**config.mk**
```make
export PLATFORM = sky130hd
export DESIGN_NAME = bmem_arbiter
export DESIGN_NICKNAME = d
export VERILOG_FILES = /design/src/rtl/bmem_arbiter.sv
export SDC_FILE = /design/constraint.sdc
export NUM_CORES = 1
export LEC_CHECK = 0
export CORE_AREA = 2 2 408 410
export DETAILED_ROUTE_END_ITERATION = 16
export DIE_AREA = 0 0 410 412
export PLACE_DENSITY = 0.57
export SYNTH_ARGS = -nofsm -noshare
export SYNTH_HDL_FRONTEND = slang
export SYNTH_SLANG_ARGS = --single-unit
export TNS_END_PERCENT = 100
```
**constraint.sdc**
```tcl
create_clock -name clk -period 3.2 [get_ports clk]
set_clock_uncertainty 0.15 [all_clocks]
set_input_delay 0.64 -clock clk [delete_from_list [all_inputs] [get_ports clk]]
set_output_delay 0.64 -clock clk [all_outputs]
set_load 0.05 [all_outputs]
```
**src/rtl/bmem_arbiter.sv**
```systemverilog
// rtl/bmem_arbiter.sv - shares one burst bmem port between the I-cache and D-cache line ports
// Define BMEM_ARB_ROUND_ROBIN_EN for round-robin conflict resolution; otherwise D-side has fixed priority.
module bmem_arbiter (
    input  logic         clk,
    input  logic         rst,
    input  logic [31:0]  i_addr,
    input  logic         i_read,
    output logic [255:0] i_rdata,
    output logic         i_resp,
    input  logic [31:0]  d_addr,
    input  logic         d_read,
    input  logic         d_write,
    input  logic [255:0] d_wdata,
    output logic [255:0] d_rdata,
    output logic         d_resp,
    output logic [31:0]  bmem_addr,
    output logic         bmem_read,
    output logic         bmem_write,
    output logic [63:0]  bmem_wdata,
    input  logic         bmem_ready,
    input  logic [31:0]  bmem_raddr,
    input  logic [63:0]  bmem_rdata,
    input  logic         bmem_rvalid
);
    typedef enum logic [2:0] {
        S_IDLE,
        S_RD_ISSUE,
        S_RD_DATA,
        S_WR_BURST,
        S_DONE
    } state_t;

    state_t       r_state;
    state_t       w_next;
    logic [1:0]   r_cnt;
    logic         r_owner_d;
    logic [31:0]  r_addr;
    logic [255:0] r_wline;
    logic [255:0] r_line;
    logic [255:0] r_i_rdata;
    logic [255:0] r_d_rdata;

    logic         w_i_req;
    logic         w_d_req;
    logic         w_grant;
    logic         w_grant_d;
    logic         w_d_wr;
    logic [31:0]  w_sel_addr;
    logic         w_beat_ok;

    assign w_i_req = i_read;
    assign w_d_req = d_read | d_write;
    assign w_grant = w_i_req | w_d_req;

`ifdef BMEM_ARB_ROUND_ROBIN_EN
    logic r_last_d;
    // On a conflict the side that did not win last time takes the port.
    assign w_grant_d = w_d_req & (~w_i_req | ~r_last_d);

    always_ff @(posedge clk or negedge rst) begin
        if (!rst) begin
            r_last_d <= 1'b0;
        end else if (r_state == S_IDLE && w_grant) begin
            r_last_d <= w_grant_d;
        end
    end
`else
    assign w_grant_d = w_d_req;
`endif

    // A D-side request with d_write set is a writeback even if d_read is also high.
    assign w_d_wr     = w_grant_d & d_write;
    assign w_sel_addr = w_grant_d ? d_addr : i_addr;
    assign w_beat_ok  = bmem_rvalid && (bmem_raddr == r_addr);

    assign i_rdata = r_i_rdata;
    assign d_rdata = r_d_rdata;

    always_comb begin
        w_next     = r_state;
        bmem_read  = 1'b0;
        bmem_write = 1'b0;
        bmem_addr  = '0;
        bmem_wdata = '0;
        i_resp     = 1'b0;
        d_resp     = 1'b0;
        case (r_state)
            S_IDLE: begin
                if (w_grant) begin
                    w_next = w_d_wr ? S_WR_BURST : S_RD_ISSUE;
                end
            end
            S_RD_ISSUE: begin
                bmem_read = 1'b1;
                bmem_addr = r_addr;
                if (bmem_ready) begin
                    w_next = S_RD_DATA;
                end
            end
            S_RD_DATA: begin
                if (w_beat_ok && r_cnt == 2'd3) begin
                    w_next = S_DONE;
                end
            end
            S_WR_BURST: begin
                bmem_write = 1'b1;
                bmem_addr  = r_addr;
                bmem_wdata = r_wline[{r_cnt, 6'd0} +: 64];
                if (bmem_ready && r_cnt == 2'd3) begin
                    w_next = S_DONE;
                end
            end
            S_DONE: begin
                i_resp = ~r_owner_d;
                d_resp = r_owner_d;
                w_next = S_IDLE;
            end
            default: w_next = S_IDLE;
        endcase
    end

    always_ff @(posedge clk or negedge rst) begin
        if (!rst) begin
            r_state   <= S_IDLE;
            r_cnt     <= '0;
            r_owner_d <= 1'b0;
            r_addr    <= '0;
            r_wline   <= '0;
            r_line    <= '0;
            r_i_rdata <= '0;
            r_d_rdata <= '0;
        end else begin
            r_state <= w_next;
            case (r_state)
                S_IDLE: begin
                    if (w_grant) begin
                        r_owner_d <= w_grant_d;
                        r_addr    <= w_sel_addr & 32'hFFFF_FFE0;
                        r_cnt     <= '0;
                        if (w_d_wr) begin
                            r_wline <= d_wdata;
                        end
                    end
                end
                S_RD_ISSUE: r_cnt <= '0;
                S_RD_DATA: begin
                    if (w_beat_ok) begin
                        r_line[{r_cnt, 6'd0} +: 64] <= bmem_rdata;
                        r_cnt <= r_cnt + 2'd1;
                        // Publish the whole line only once the last beat lands.
                        if (r_cnt == 2'd3) begin
                            if (r_owner_d) begin
                                r_d_rdata <= {bmem_rdata, r_line[191:0]};
                            end else begin
                                r_i_rdata <= {bmem_rdata, r_line[191:0]};
                            end
                        end
                    end
                end
                S_WR_BURST: begin
                    if (bmem_ready) begin
                        r_cnt <= r_cnt + 2'd1;
                    end
                end
                default: ;
            endcase
        end
    end
endmodule

```
==> results of run 1 <==
[state kept, by name, indices dropped and copies added (netlist names)]
signal,flops
r_cnt,2
d_rdata,256
r_line,192
r_addr,27
r_state,3
i_rdata,256
r_owner_d,1
r_wline,256
[cell usage after synthesis, drive strengths merged, types with 2 or more instances]
cell type	number
o31ai	2
nand4	2
mux2i	220
and2	29
ha	5
nor2b	5
nand2b	6
nor2	3
buf	42
dfrtp	993
o311ai	2
nor3b	4
xnor2	3
inv	201
nand3	2
o2111a	2
xor2	17
clkbuf	129
o211ai	2
or2	2
nand2	228
mux2	768
o21ai	30
nor4	7
and3	66
mux4	64
[repair_timing]
action	in CTS	in global routing
buffers inserted	22	11
pin swaps	5	3
resized for setup	74	195
hold buffers	1	0
endpoints found under the setup margin	609	404
gates cloned	9	42
hold endpoints to repair	32	0
[cell families after synthesis]
logic type | count (synthesis) | share of synthesized area (%)
buffers and inverters | 372 | 3.63
xor gates and xnor gates | 20 | 0.429
other | 1 | 0.00919
adders and majority gates | 5 | 0.153
AOI/OAI and AO/OA | 44 | 0.656
muxes | 1052 | 30.1
DFF | 993 | 60.9
and+or+nand+nor | 359 | 4.13
[area by class of cell]
cell class / count / area share, %
Antenna cell: 31 / 0.125
Clock buffer: 171 / 5.39
Clock inverter: 37 / 0.748
Inverter: 201 / 1.22
Multi-Input combinational cell: 1485 / 24.6
Sequential cell: 993 / 40.1
Tap cell: 2189 / 4.41
Timing Repair Buffer: 1249 / 23.5
[where the power goes]
part	switching, uW	leakage [uW]	internal (uW)
Combinational	6620	0.0155	6830
Sequential	1280	0.0123	14400
Clock	5620	0.00185	7580
Total	13500	0.0297	28800
[per-layer routing]
| metal | GRT usage, % | up-vias |
|---|---|---|
| met2 | 28.5 | 958 |
| met3 | 5.44 | 260 |
| met5 | 0 | - |
| li1 | - | 12200 |
| met1 | 21.6 | 14600 |
| met4 | 6.86 | 20 |
[through the flow]
stage	util, %	TNS [ns]	setup WS [ns]	cells	cell area (um2)
2_1_floorplan	-	0	0.0252	2850	40800
3_3_place_gp	33.9	-535.96	-0.880	6039	55700
3_5_place_dp	33.9	-512.34	-0.850	6039	55700
4_1_cts	36.7	-5.93	-0.143	6278	60300
5_1_grt	37.8	-35.18	-0.166	6349	62000
6_report	37.8	-1.73	-0.0456	6356	62100
[final timing paths]
kind,to,slack [ns],from
worst max register to register,d_rdata[148],0,r_addr[16]
worst min register to register,d_rdata[122],0.26,r_line[122]
min in group asynchronous,r_wline[230],0.38,rst
max in group asynchronous,i_rdata[179],1.39,rst
worst max-delay path,bmem_wdata[7],-0.05,r_cnt[0]
worst min-delay path,d_rdata[122],0.26,r_line[122]
[critical path, delay by kind of cell, from the launching register on]
kind / cells / cell delay, ns
multiplexers: 1 / 0.42
flip-flops: 1 / 0.50
buffers and inverters: 4 / 0.57
AND/OR/NAND/NOR: 1 / 0.20
==> qor.tcl, run 1 <==
set qor(ys_seq_elements) 993
set qor(post_drt_via_cell_ratio) 4.42
set qor(synth-warning-count) 0
set qor(cap_violations) 0
set qor(place_hpwl_um) 112000
set qor(detail_route.first_pass.iterations) 5
set qor(setup.worst_path.start_class) {flop}
set qor(setup.worst_path.class) {flop to output pin}
set qor(seqCellArea_um2) 24900
set qor(cts.path.max_buffers) 3
set qor(tightest_slew_ns) 0.958
set qor(maxUsedRoutingLayer) {met5}
set qor(run_status) {complete, but fails checks}
set qor(synth_edf_count) 0
set qor(cts_made_buffers) 112
set qor(async_flop_share_pct) 100
set qor(finalHoldViolations) 0
set qor(dominantRegCellSynth) {sky130_fd_sc_hd__dfrtp_1}
set qor(ir_drop_mv) 0.573
set qor(cts-htree-levels) 3
set qor(first_iter_violations) 1677
set qor(placementRows) 149
set qor(normalized_max_slew_margin_pct) 36.1
set qor(worst_slack_ns) -0.0456
set qor(hold_slack_ns) 0.264
set qor(grt_antenna_before_repair) 55
set qor(seq_area_frac_synth_pct) 60.9
set qor(dieWidth_um) 410
set qor(fraction_of_post_synthesis_cell_area_in_the_top_cell_type_by_area_pct) 60.9
set qor(post_synth_inst_count) 2846
set qor(cts-root-buf) {sky130_fd_sc_hd__clkbuf_16}
set qor(final_cell_mix) {sky130_fd_sc_hd__dfrtp_1 (990), sky130_fd_sc_hd__clkdlybuf4s50_1 (922), sky130_fd_sc_hd__mux2_2 (519), sky130_fd_sc_hd__nand2_1 (225), sky130_fd_sc_hd__mux2i_1 (220)}
set qor(setup_viol) 88
set qor(maximum_number_of_pins_on_one_net_before_global_route_repair) 77
set qor(critical_path.max_fanout) 5
set qor(power.leakage_uw) 0.0297
set qor(worst-endpoint-required_ns) 2.41
set qor(power_consumption_uw) 42400
set qor(fp.dieH_um) 412
set qor(globalRouteOverflowTotal) 0
set qor(worstSetupEndpointType) {output pin}
set qor(min_period_over_period_pct) 101
set qor(synth.largest_area_cell) {sky130_fd_sc_hd__dfrtp_1}
set qor(gpl.final_weighted_congestion) 0.852
set qor(dr_wl_met3_um) 11900
set qor(globalRouteTotalUtil_pct) 17.5
set qor(area_of_the_core_um2) 164000
set qor(global_route_wire_length_before_repair_um) 214000
set qor(cts_tree) {yes}
set qor(route.met2.wl_um) 76300
set qor(pwr_density_cell_nw_per_um2) 683
set qor(crit_path_frequent_cell) {sky130_fd_sc_hd__buf_12}
set qor(final_antenna_net_count) 0
set qor(layout-area-overhead-vs-synth_pct) 52.1
set qor(grt_pass1_vias) 28800
set qor(clock-sinks) 993
set qor(cp_slowest_stage_delay_ns) 0.50
set qor(clkTransAtPathRegs_ns) 0.06
set qor(layout.nets) 4470
set qor(timing.fmax_mhz) 308
set qor(design.portCount) 1035
set qor(initial_utilization_pct) 24.8
set qor(vias) 28100
set qor(r2r.worst_path.cells) 12
set qor(io_buffers) 1019
set qor(rsz0062_at_grt) {yes}
set qor(failed_checks) {setup timing}
set qor(multiInputGateArea_um2) 15200
set qor(arrival_time_of_the_worst_setup_path_ns) 2.46
set qor(synth.lib_cells_used.distinct) 43
set qor(hold_path_class) {flop to flop}
set qor(post-route-drc-count) 0
set qor(number_of_max_slew_violations_in_the_final_report) 0
set qor(min_delay_path_depth) 1
set qor(crit_path_cell_trace) {buf_12, buf_12, buf_12, mux4_2, and3_4, buf_12}
set qor(period_minus_slack_ns) 3.25
set qor(synth_area_leaders) {sky130_fd_sc_hd__dfrtp_1 (61%), sky130_fd_sc_hd__mux2_2 (15%), sky130_fd_sc_hd__mux2_1 (6.6%), sky130_fd_sc_hd__mux2i_1 (5.4%), sky130_fd_sc_hd__mux4_2 (3.5%)}
set qor(ratio_of_cells_with_drive_above_1_in_the_final_layout_pct) 30.6
set qor(syn_avg_cell_area_um2) 14.3
set qor(dieArea_um2) 169000
set qor(clkLatencyLatePin_ns) 0.74
set qor(fillerInstances) 15800
set qor(most_common_cell_after_layout_fill_and_taps_aside) {sky130_fd_sc_hd__dfrtp_1}
set qor(wl_um) 160000
set qor(routedLengthMet1_um) 65700
set qor(routed_wire_length_per_instance_um) 25.1
set qor(synth_area_um2) 40800
set qor(critical_path.slowest_cell) {sky130_fd_sc_hd__dfrtp_4}
Power figures use the tool's default switching activity.
==> run 2, diff against run 1 <==
Settings changed: MAX_ROUTING_LAYER from default to met4.
==> qor.tcl, run 2 (synthesis gave the netlist of run 1 again) <==
set qor(crit_path_cell_trace) {buf_12, buf_12, buf_12, mux4_2, and3_4, buf_12}
set qor(hp-start) {r_line[122]}
set qor(initial_utilization_pct) 24.8
set qor(failed_checks) {setup timing}
set qor(timing.fmax_mhz) 308
set qor(crit_path_frequent_cell) {sky130_fd_sc_hd__buf_12}
set qor(design.portCount) 1035
set qor(worst_slack_ns) -0.0479
set qor(worstSetupEndpointType) {output pin}
set qor(worst-endpoint-required_ns) 2.41
set qor(finalHoldViolations) 0
set qor(io_buffers) 1019
set qor(routed_wire_length_per_instance_um) 25.0
set qor(clkLatencyLatePin_ns) 0.74
set qor(min_period_over_period_pct) 101
set qor(number_of_max_slew_violations_in_the_final_report) 0
set qor(global_route_wire_length_before_repair_um) 213000
set qor(arrival_time_of_the_worst_setup_path_ns) 2.46
set qor(cts-root-buf) {sky130_fd_sc_hd__clkbuf_16}
set qor(normalized_max_slew_margin_pct) 36.4
set qor(rsz0062_at_grt) {yes}
set qor(dieWidth_um) 410
set qor(min_to) {d_rdata[122]}
set qor(min_delay_path_depth) 1
set qor(grt_pass1_vias) 28900
set qor(post-route-drc-count) 0
set qor(critical_path.slowest_cell) {sky130_fd_sc_hd__dfrtp_4}
set qor(pwr_density_cell_nw_per_um2) 682
set qor(area_of_the_core_um2) 164000
set qor(setup.worst_path.start_class) {flop}
set qor(clock-sinks) 993
set qor(dieArea_um2) 169000
set qor(grt_antenna_before_repair) 54
set qor(final_antenna_net_count) 0
set qor(layout.nets) 4468
set qor(place_hpwl_um) 112000
set qor(placementRows) 149
set qor(power_consumption_uw) 42300
set qor(detail_route.first_pass.iterations) 5
set qor(first_iter_violations) 1512
set qor(cts-htree-levels) 3
set qor(cts_made_buffers) 112
set qor(most_common_cell_after_layout_fill_and_taps_aside) {sky130_fd_sc_hd__dfrtp_1}
set qor(placed_cells_incl_taps) 6039
set qor(crit-reg2reg-launch) {r_addr[16]}
set qor(critical_path.max_fanout) 5
set qor(setup.worst_path.class) {flop to output pin}
set qor(hold_path_class) {flop to flop}
set qor(globalRouteOverflowTotal) 0
set qor(gpl.final_weighted_congestion) 0.865
set qor(clkTransAtPathRegs_ns) 0.06
set qor(wl_um) 159000
set qor(tightest_slew_ns) 0.953
set qor(globalRouteTotalUtil_pct) 18.0
set qor(timing.rr.end) {d_rdata[18]}
set qor(power.leakage_uw) 0.0296
set qor(ratio_of_cells_with_drive_above_1_in_the_final_layout_pct) 30.9
set qor(final_cell_mix) {sky130_fd_sc_hd__dfrtp_1 (990), sky130_fd_sc_hd__clkdlybuf4s50_1 (922), sky130_fd_sc_hd__mux2_2 (519), sky130_fd_sc_hd__nand2_1 (225), sky130_fd_sc_hd__mux2i_1 (220)}
set qor(post_layout_nonfiller_instances) 6364
set qor(cp_slowest_stage_delay_ns) 0.50
set qor(maximum_number_of_pins_on_one_net_before_global_route_repair) 77
set qor(layout-area-overhead-vs-synth_pct) 52.1
set qor(r2r.worst_path.cells) 12
set qor(timing.reg2reg.setup_slack_ns) 0
set qor(vias) 28000
set qor(fp.dieH_um) 412
set qor(period_minus_slack_ns) 3.25
set qor(setup_viol) 64
set qor(run_status) {complete, but fails checks}
set qor(cts_tree) {yes}
set qor(cap_violations) 0
set qor(ir_drop_mv) 0.574
set qor(cts.path.max_buffers) 3
set qor(post_drt_via_cell_ratio) 4.39
[run 2: cell types whose count changed in the layout (fill, tap and decap cells not counted)]
cell,change
sky130_fd_sc_hd__mux2_1,-13
sky130_fd_sc_hd__mux2_4,+13
sky130_fd_sc_hd__diode_2,+10
sky130_fd_sc_hd__buf_8,-2
sky130_fd_sc_hd__clkbuf_16,-2
sky130_fd_sc_hd__buf_12,+1
sky130_fd_sc_hd__buf_4,+1
[run 2: layout make-up]
cell class	instances	area, um2
Multi-Input combinational cell	1485	15300
Timing Repair Buffer	1247	14500
Inverter	201	754
Antenna cell	41	103
Sequential cell	993	24900
Clock inverter	37	464
Tap cell	2189	2740
Clock buffer	171	3340
Fill cell	15800	102000
[run 2: how the worst max path moves through the flow]
stage | startpoint | to | slack (ns) | cells after the start
finish | r_cnt[0] | bmem_wdata[7] | -0.05 | 6
global route | r_cnt[0] | bmem_wdata[19] | -0.16 | 6
CTS | r_cnt[0] | bmem_wdata[27] | -0.14 | 6
detailed placement | bmem_raddr[14] | d_rdata[85] | -0.85 | 11
global placement | bmem_raddr[14] | d_rdata[3] | -0.88 | 11
floorplan | r_state[1] | i_resp | 0.03 | 3
[run 2: repair_timing]
item / in CTS / in global routing
hold buffers: 1 / 0
pin swaps: 5 / 3
endpoints found under the hold margin: 32 / 0
endpoints found under the setup margin: 609 / 406
gates cloned: 9 / 40
setup buffers: 22 / 11
gates resized for setup: 74 / 204
[run 2: layer usage]
| layer | GRT usage [%] | wire length [um] | share of wire (%) | up-vias |
|---|---|---|---|---|
| met5 | - | 0 | 0 | - |
| met4 | 6.92 | 5370 | 3.4 | 0 |
| met3 | 5.32 | 10900 | 6.9 | 239 |
| met2 | 28.6 | 76500 | 48 | 908 |
| met1 | 21.6 | 66500 | 42 | 14500 |
| li1 | - | - | - | 12300 |
[run 2: worst max-delay path, delay by kind of cell, from the launching register on]
family | cells | cell delay, ns
muxes | 1 | 0.42
DFF | 1 | 0.50
buffers and inverters | 4 | 0.57
and+or+nand+nor | 1 | 0.20
[run 2: power by group]
| group | internal, uW | total, uW | switching, uW |
|---|---|---|---|
| clock network | 7580 | 13200 | 5610 |
| logic | 6830 | 13400 | 6610 |
| registers | 14400 | 15700 | 1290 |
| total | 28800 | 42300 | 13500 |
[run 2: per-stage QoR]
stage	setup slack (ns)	setup TNS (ns)	area [um2]	util (%)	hold WS [ns]
after floorplan	0.0252	0	40800	-	0.194
after global placement	-0.880	-535.96	55700	33.9	0.317
after detailed placement	-0.850	-512.34	55700	33.9	0.324
after CTS	-0.143	-5.93	60300	36.7	0.266
after global routing	-0.160	-29.29	62100	37.8	0.290
final	-0.0479	-1.29	62100	37.8	0.265
==> run 3, diff against run 2 <==
Settings changed: CAP_MARGIN from default to 20.
==> results of run 3 <==
Final layout, timing and power as in run 2 (identical DEF).
